`config.mk`:
```
export PLATFORM = sky130hd
export DESIGN_NAME = data_mem_responder
export DESIGN_NICKNAME = d
export VERILOG_FILES = /design/src/rtl/data_mem_responder.sv
export SDC_FILE = /design/constraint.sdc
export NUM_CORES = 2
export LEC_CHECK = 0
export BUFFER_PORTS_ARGS = -buffer_cell sky130_fd_sc_hd__buf_2
export CORE_UTILIZATION = 40
export CTS_CLUSTER_DIAMETER = 80
export DETAILED_ROUTE_END_ITERATION = 8
export SLEW_MARGIN = 20
export SYNTH_ARGS = -nofsm -noshare
export SYNTH_HDL_FRONTEND = slang
export SYNTH_SLANG_ARGS = --single-unit
export TNS_END_PERCENT = 50
```
`constraint.sdc`:
```
create_clock -name clk -period 10.65 [get_ports clk]
set_input_delay 3.195 -clock clk [delete_from_list [all_inputs] [get_ports clk]]
set_output_delay 3.195 -clock clk [all_outputs]
set_load 0.005 [all_outputs]
```
`src/rtl/data_mem_responder.sv`:
```
// Data memory responder for the pipeline MEM stage.
//
// The responder accepts one request at a time over a valid/ready handshake. It
// stalls for WAIT cycles, performs the access and holds the response until the
// requester consumes it. The memory has DEPTH 32-bit words and is indexed by
// the word address addr[31:2]. Misaligned and out-of-range accesses do not
// touch memory; they return rsp_err = 1 with rsp_rdata = 0.
//
// Ports
//   clk        in   rising-edge clock
//   rst_n      in   asynchronous active-low reset (memory contents kept)
//   req_valid  in   request present
//   req_ready  out  responder can accept (IDLE only, not during reset)
//   req_we     in   1 = store, 0 = load
//   req_addr   in   byte address
//   req_wdata  in   store data
//   rsp_valid  out  response available (RESP state)
//   rsp_ready  in   requester consumes the response
//   rsp_rdata  out  load data (0 for stores and errors)
//   rsp_err    out  misaligned or out-of-range access
//   busy       out  state is not IDLE
module data_mem_responder #(
    parameter int unsigned DEPTH = 64,
    parameter int unsigned WAIT  = 2    // legal range 0..15
) (
    input  logic        clk,
    input  logic        rst_n,
    input  logic        req_valid,
    output logic        req_ready,
    input  logic        req_we,
    input  logic [31:0] req_addr,
    input  logic [31:0] req_wdata,
    output logic        rsp_valid,
    input  logic        rsp_ready,
    output logic [31:0] rsp_rdata,
    output logic        rsp_err,
    output logic        busy
);

    localparam logic [1:0] IDLE   = 2'd0;
    localparam logic [1:0] WAITST = 2'd1;
    localparam logic [1:0] RESP   = 2'd2;

    localparam int unsigned IdxW     = (DEPTH > 1) ? $clog2(DEPTH) : 1;
    localparam logic [31:0] DepthW   = 32'(DEPTH);
    localparam logic [3:0]  WaitInit = 4'(WAIT);
    localparam logic        WaitZero = (WAIT == 0);

    logic [1:0]  state_q, state_d;
    logic [3:0]  cnt_q, cnt_d;
    logic        init_q;
    logic        we_q;
    logic [31:0] addr_q;
    logic [31:0] wdata_q;
    logic [31:0] rdata_q, rdata_d;
    logic        err_q, err_d;

    // Not reset: contents survive rst_n.
    logic [31:0] mem_q [DEPTH];

    logic        accept;
    logic        enter_resp;
    logic        acc_we;
    logic [31:0] acc_addr;
    logic [31:0] acc_wdata;
    logic [31:0] acc_word;
    logic [IdxW-1:0] acc_idx;
    logic        acc_err;

    // init_q keeps req_ready low until the first edge after reset release.
    assign req_ready = init_q & (state_q == IDLE);
    assign accept    = req_valid & req_ready;
    assign busy      = (state_q != IDLE);
    assign rsp_valid = (state_q == RESP);
    assign rsp_rdata = rdata_q;
    assign rsp_err   = err_q;

    // With WAIT = 0 the access happens on the accept edge itself, so the
    // request inputs are used directly; otherwise the latched copy is used.
    assign enter_resp = (state_q == IDLE && accept && WaitZero) ||
                        (state_q == WAITST && cnt_q <= 4'd1);

    always_comb begin
        if (state_q == IDLE) begin
            acc_we    = req_we;
            acc_addr  = req_addr;
            acc_wdata = req_wdata;
        end else begin
            acc_we    = we_q;
            acc_addr  = addr_q;
            acc_wdata = wdata_q;
        end
    end

    // No wrap-around: any word index at or beyond DEPTH is an error.
    assign acc_word = {2'b00, acc_addr[31:2]};
    assign acc_idx  = acc_addr[IdxW+1:2];
    assign acc_err  = (acc_addr[1:0] != 2'b00) | (acc_word >= DepthW);

    always_comb begin
        state_d = state_q;
        cnt_d   = cnt_q;
        rdata_d = rdata_q;
        err_d   = err_q;
        case (state_q)
            IDLE: begin
                if (accept) begin
                    cnt_d   = WaitInit;
                    state_d = WaitZero ? RESP : WAITST;
                end
            end
            WAITST: begin
                cnt_d = cnt_q - 4'd1;
                if (cnt_q <= 4'd1) begin
                    state_d = RESP;
                end
            end
            RESP: begin
                // Response fields clear on the handshake so rsp_err is 0
                // whenever rsp_valid is 0.
                if (rsp_ready) begin
                    state_d = IDLE;
                    rdata_d = 32'h0;
                    err_d   = 1'b0;
                end
            end
            default: begin
                state_d = IDLE;
                cnt_d   = 4'd0;
            end
        endcase
        if (enter_resp) begin
            err_d   = acc_err;
            rdata_d = (!acc_we && !acc_err) ? mem_q[acc_idx] : 32'h0;
        end
    end

    always_ff @(posedge clk or negedge rst_n) begin
        if (!rst_n) begin
            state_q <= IDLE;
            cnt_q   <= 4'd0;
            init_q  <= 1'b0;
            we_q    <= 1'b0;
            addr_q  <= 32'h0;
            wdata_q <= 32'h0;
            rdata_q <= 32'h0;
            err_q   <= 1'b0;
        end else begin
            state_q <= state_d;
            cnt_q   <= cnt_d;
            init_q  <= 1'b1;
            rdata_q <= rdata_d;
            err_q   <= err_d;
            if (accept) begin
                we_q    <= req_we;
                addr_q  <= req_addr;
                wdata_q <= req_wdata;
            end
        end
    end

    // enter_resp depends on state_q, which reset forces to IDLE, so an access
    // aborted by reset never reaches this write.
    always_ff @(posedge clk) begin
        if (enter_resp && acc_we && !acc_err) begin
            mem_q[acc_idx] <= acc_wdata;
        end
    end

endmodule
```
; Yosys cells after proc, flatten, opt, wreduce, memory -nomap -nowiden
; Memories as Yosys holds them, arrays and structs flattened.
; Cells that the tools add are included.
[classes]
addsub = 1
n_mul = 0
n_div = 0
order_cmp = 2
eq_ne = 5
shifts = 0
n_mux = 18
bitwise_logic = 4
reduce_logical = 14
[op_table]
columns = cell, count
row1 = 32-bit 2-to-1 mux, 6
row2 = "30-bit by 7-bit greater-or-equal comparator with 1-bit output, second input constant", 1
row3 = 4-bit case mux with 3 select lines, 1
row4 = 2-bit nonzero test, 4
row5 = 1-bit 2-to-1 mux, 6
row6 = 2-bit 2-to-1 mux, 3
row7 = 2-bit case mux with 3 select lines, 1
row8 = "4-bit by 1-bit <= comparator with 1-bit output, second input constant", 1
row9 = 1-bit logical AND, 4
row10 = 4-bit 2-to-1 mux, 1
row11 = "2-bit by 1-bit inequality test with 1-bit output, second input constant", 2
row12 = 2-bit AND reduction, 2
row13 = "4-bit by 1-bit subtractor with 4-bit output, second input constant", 1
row14 = 3-bit AND reduction, 1
row15 = 1-bit bitwise AND, 2
row16 = "2-bit by 1-bit == test with 1-bit output, second input constant", 1
row17 = "2-bit == test, second input constant", 1
row18 = 1-bit zero test, 2
row19 = 2-bit zero test, 1
row20 = "2-bit inequality test, second input constant", 1
row21 = 1-bit NOT, 1
row22 = 1-bit OR, 1
[totals]
register_bits = 105
latch_bits = 0
mem_bits_rw = 2048
romBits = 0
input_bits = 69
output_inout_bits = 36
elab_cells = 53
mem_count = 1
[mem_list]
columns = memory, words, width, read_ports, rd_ports_with_merged_regs, wr, line
row1 = mem_q, 64, 32, 1, 0, 1, 59  ; logic [31:0] mem_q [DEPTH];

; Depth between registers and ports, before layout
[logic_depth]
word_depth = 8
ltp_mapped = 13

; Worst setup path after synthesis
; Ideal clock, no wire load.
[synth_path]
kind = input to register
startpoint = input req_addr[2]
endpoint = memory mem_q[13][0] (enable)
arrival_ns = 6.096
required_time_ns = 10.229
path_slack_ns = 4.133
stages = 8
n_path_buf = 4
path_cell_list = or3b_1 -> clkbuf_1 -> nand2_1 -> buf_2 -> buf_2 -> buf_1 -> nand3_1 -> nor2_1
[synth_via]
elab_chain_len = 7
[synth_lines]
columns = item, line
row1 = start: declaration, 31  ; input logic [31:0] req_addr,
row2 = 32-bit 2-to-1 mux *, 84  ; if (state_q == IDLE) begin
row3 = 30-bit by 7-bit greater-or-equal comparator with 1-bit output, 98  ; assign acc_err = (acc_addr[1:0] != 2'b00) | (acc_word >= DepthW);
row4 = 1-bit OR, 98
row5 = 1-bit zero test, 165  ; if (enter_resp && acc_we && !acc_err) begin
row6 = 1-bit logical AND, 165
row7 = 1-bit 2-to-1 mux, 165
row8 = 1-bit 2-to-1 mux (implied by the code), 166  ; mem_q[acc_idx] <= acc_wdata;
row9 = end: declaration, 59
; Every way passes the cells marked *; elsewhere a longest branch is shown, timed or not.

; Final worst setup path
[layout_path]
startpoint = input req_addr[22]
endpoint = memory mem_q[27][21] (enable)
[layout_via]
elab_chain_len = 7
[layout_lines]
columns = item, line
row1 = 32-bit 2-to-1 mux, 84
row2 = 30-bit by 7-bit greater-or-equal comparator with 1-bit output, 98
row3 = 1-bit OR, 98
row4 = 1-bit zero test, 165
row5 = 1-bit logical AND, 165
row6 = 1-bit 2-to-1 mux, 165
row7 = 1-bit 2-to-1 mux (implied by the code), 166
; Every way passes these cells.

==> metrics.csv <==
metric;value;unit
Max IR drop VDD;0.277;mV
DRC;0;
commonest non-fill, non-tap cell in the layout;edfxtp_1;
share of the synthesized area in the top cell type;75.5;%
Arr. time, crit path;7.61;ns
Post-layout nets;5643;
Pre-antenna DRT Iters;8;
Remaining Overflow, GRT;0;
switching share of power;37.6;%
fmax;141;MHz
Wirelength per Cell;35.5;um
FF+latch count, synth;2153;
fin. max-slew vios;0;
number of flops mapped to enable cells by yosys;2048;
# IOs;105;
antenna-violating nets left;0;
Detailed Place HPWL;177000;um
CTS Hold Bufs;0;
Final Total Pwr;26.1;mW
crit-path max FO;18;
Iteration-0 DRC Markers;8868;
Logic pwr share;30.7;%
Post-synth ARST share;4.88;%
Die X-Extent;453;um
final setup vio count;0;
Total Wirelength;299000;um
worst hold slack;0.474;ns
first-pass GRT wire length;410000;um
leakage;30.7;nW
port buffer count;104;
Max Root-Sink Buffers;3;
Area Growth Syn to Fin;15.2;%
Clk pin slew, worst setup/hold paths;0.06;ns
FF-to-FF path depth;13;
Hold Crit Depth;2;
clock skew;0.0500;ns
Rows;165;
Cell Pwr Density;278;mW/mm2
slew margin rel.;8.35;%
total track usage;28.6;%
CTS tree;built;
vias;53959;
Initial Util;40.3;%
post-synthesis sequential area ratio;78.7;%
Syn Std Cell Area;0.0815;mm2
core area;0.202;mm2
routability cong.;0.957;
drt via density;6.39;
initial antenna violation count;33;
syn_area_per_cell;15.1;um2
die area;0.206;mm2
CTS Sinks;2153;
share of layout cells above drive strength 1;13.4;%
Hold Fails Final Rpt;0;
crit path capture type;flop;
Tcrit/Tclk final;66.7;%
Most used DFF post-synth;edfxtp_1;
Clock Power Share;27.9;%
vias in the first global route;50072;
Internal Pwr Total;16.3;mW
min cycle time layout;7.11;ns
Mapped Cells;5394;
clock root cell;clkbuf_16;
WS Path Type;in -> reg;
most frequent cells in the layout;edfxtp_1, nand2_1, o22ai_1;
H-tree level count;4;
Ys Warns;0;
TritonCTS buffer count;212;
largest net degree at the start of global routing;105;
Clock Latency Late Sink;0.86;ns
RSZ-0062 raised after global routing;no;
post-cts resize count;0;
required time worst endpoint;11.16;ns
post-route setup TNS;0;ns
area leader, netlist;edfxtp_1;
status;completed;
synth top area cells;edfxtp_1, nand2_1, o22ai_1;
CP startpoint kind;primary input;
worst slew pin tran;1.36;ns
synth unique cells;79;
postcts setup bufs;0;
Post-Syn Nets;5465;
part of the power in registers;41.4;%
Hold Path Class;reg -> reg;
Max-Cap Viols;0;
Die Y;453;um
Net Switching;9.81;mW
[cells by family (layout without fill, tap and decap cells)]
family,Yosys count,in the layout,share of synthesized area (%)
flip-flops,2153,2153,78.7
buffers and inverters,354,712,2.12
other,1,16,0.00460
multiplexers,78,78,1.00
adder cells (fa/ha/maj),2,2,0.0307
AO/OA/AOI/OAI,1240,1240,10.0
AND/OR/NAND/NOR,1566,1566,8.12
[stage by stage]
stage / util (%) / setup slack (ns) / instances / cell area (um2)
5_1_grt: 46.4 / 3.56 / 8425 / 93900
4_1_cts: 46.3 / 3.62 / 8416 / 93700
6_report: 46.4 / 3.54 / 8439 / 93900
3_3_place_gp: 42.5 / 2.34 / 7979 / 86000
2_1_floorplan: - / 4.13 / 5394 / 81500
3_5_place_dp: 43.0 / 2.75 / 8022 / 87000
[per-layer routing]
layer | share of wire [%] | track usage [%]
met5 | 0.066 | 0
met4 | 5.5 | 13.4
met3 | 15 | 10.6
met2 | 43 | 41.0
met1 | 37 | 38.6
[flip-flops by register name, summed over array words and instances, names as in the netlist, 2 cells and up]
name / cells
mem_q: 2048
addr_q: 32
rsp_rdata: 32
wdata_q: 32
cnt_q: 4
state_q: 2
[synth_stat cells (all sizes together) (4+ instances only)]
cell type  number
o22ai         500
o21a            4
a211o           7
a32oi          72
nand2         953
o22a            8
a222oi          8
nand3         134
nor3           55
a311oi          5
nor4           62
nor2b           7
nand3b          4
edfxtp       2048
and3           16
buf           239
or2             4
a21oi         287
a22oi          27
or3             9
clkbuf        105
a211oi         15
o21ai          47
mux2           10
inv            10
o2111ai        10
dfrtp         105
a32o           38
or4            18
a22o           10
a221oi          7
a2111oi         6
mux2i          68
a31oi          88
o41ai          21
nor2          265
o221ai         19
nand4          12
o31ai          31
nor3b           8
nand2b          7
o211ai          8
[critical path, cell delays in order]
cell	delay, ns
buf_2	0.11
nor4_1	0.50
nand3_1	0.17
nor2_1	0.21
nor2_1	0.11
nor3b_2	0.94
nand2_1	1.10
nor2_4	0.85
buf_4	0.40
[power by group through the flow]
stage / Sequential (mW) / Clock (mW) / Combinational [mW]
after floorplan: 11.0 / 0 / 3.72
after global placement: 11.0 / 0 / 7.61
after detailed placement: 11.0 / 0 / 7.72
after CTS: 10.8 / 7.30 / 7.73
after global routing: 10.8 / 7.62 / 8.10
final: 10.8 / 7.29 / 8.00
[worst paths after layout]
| path | from | to | slack, ns |
|---|---|---|---|
| worst max-delay path | req_addr[22] | mem_q[27][21] | 3.54 |
| worst min-delay path | wdata_q[29] | wdata_q[29] | 0.47 |
| worst max register to register | state_q[1] | rsp_rdata[16] | 5.19 |
| worst min register to register | wdata_q[29] | wdata_q[29] | 0.47 |
| max in group asynchronous | rst_n | wdata_q[5] | 6.86 |
| min in group asynchronous | rst_n | addr_q[2] | 2.39 |
[area by class of cell]
cell class                 instances  area (um2)
inverter                          10        37.5
clock buffer                     284        5670
multi-input combinational       2887       16700
fill                           17389      108000
tap                             2672        3340
clock inverter                   110         960
sequential                      2153       64100
timing repair buffer             308        3060
antenna                           15        37.5
(Power assumes the default switching activity.)
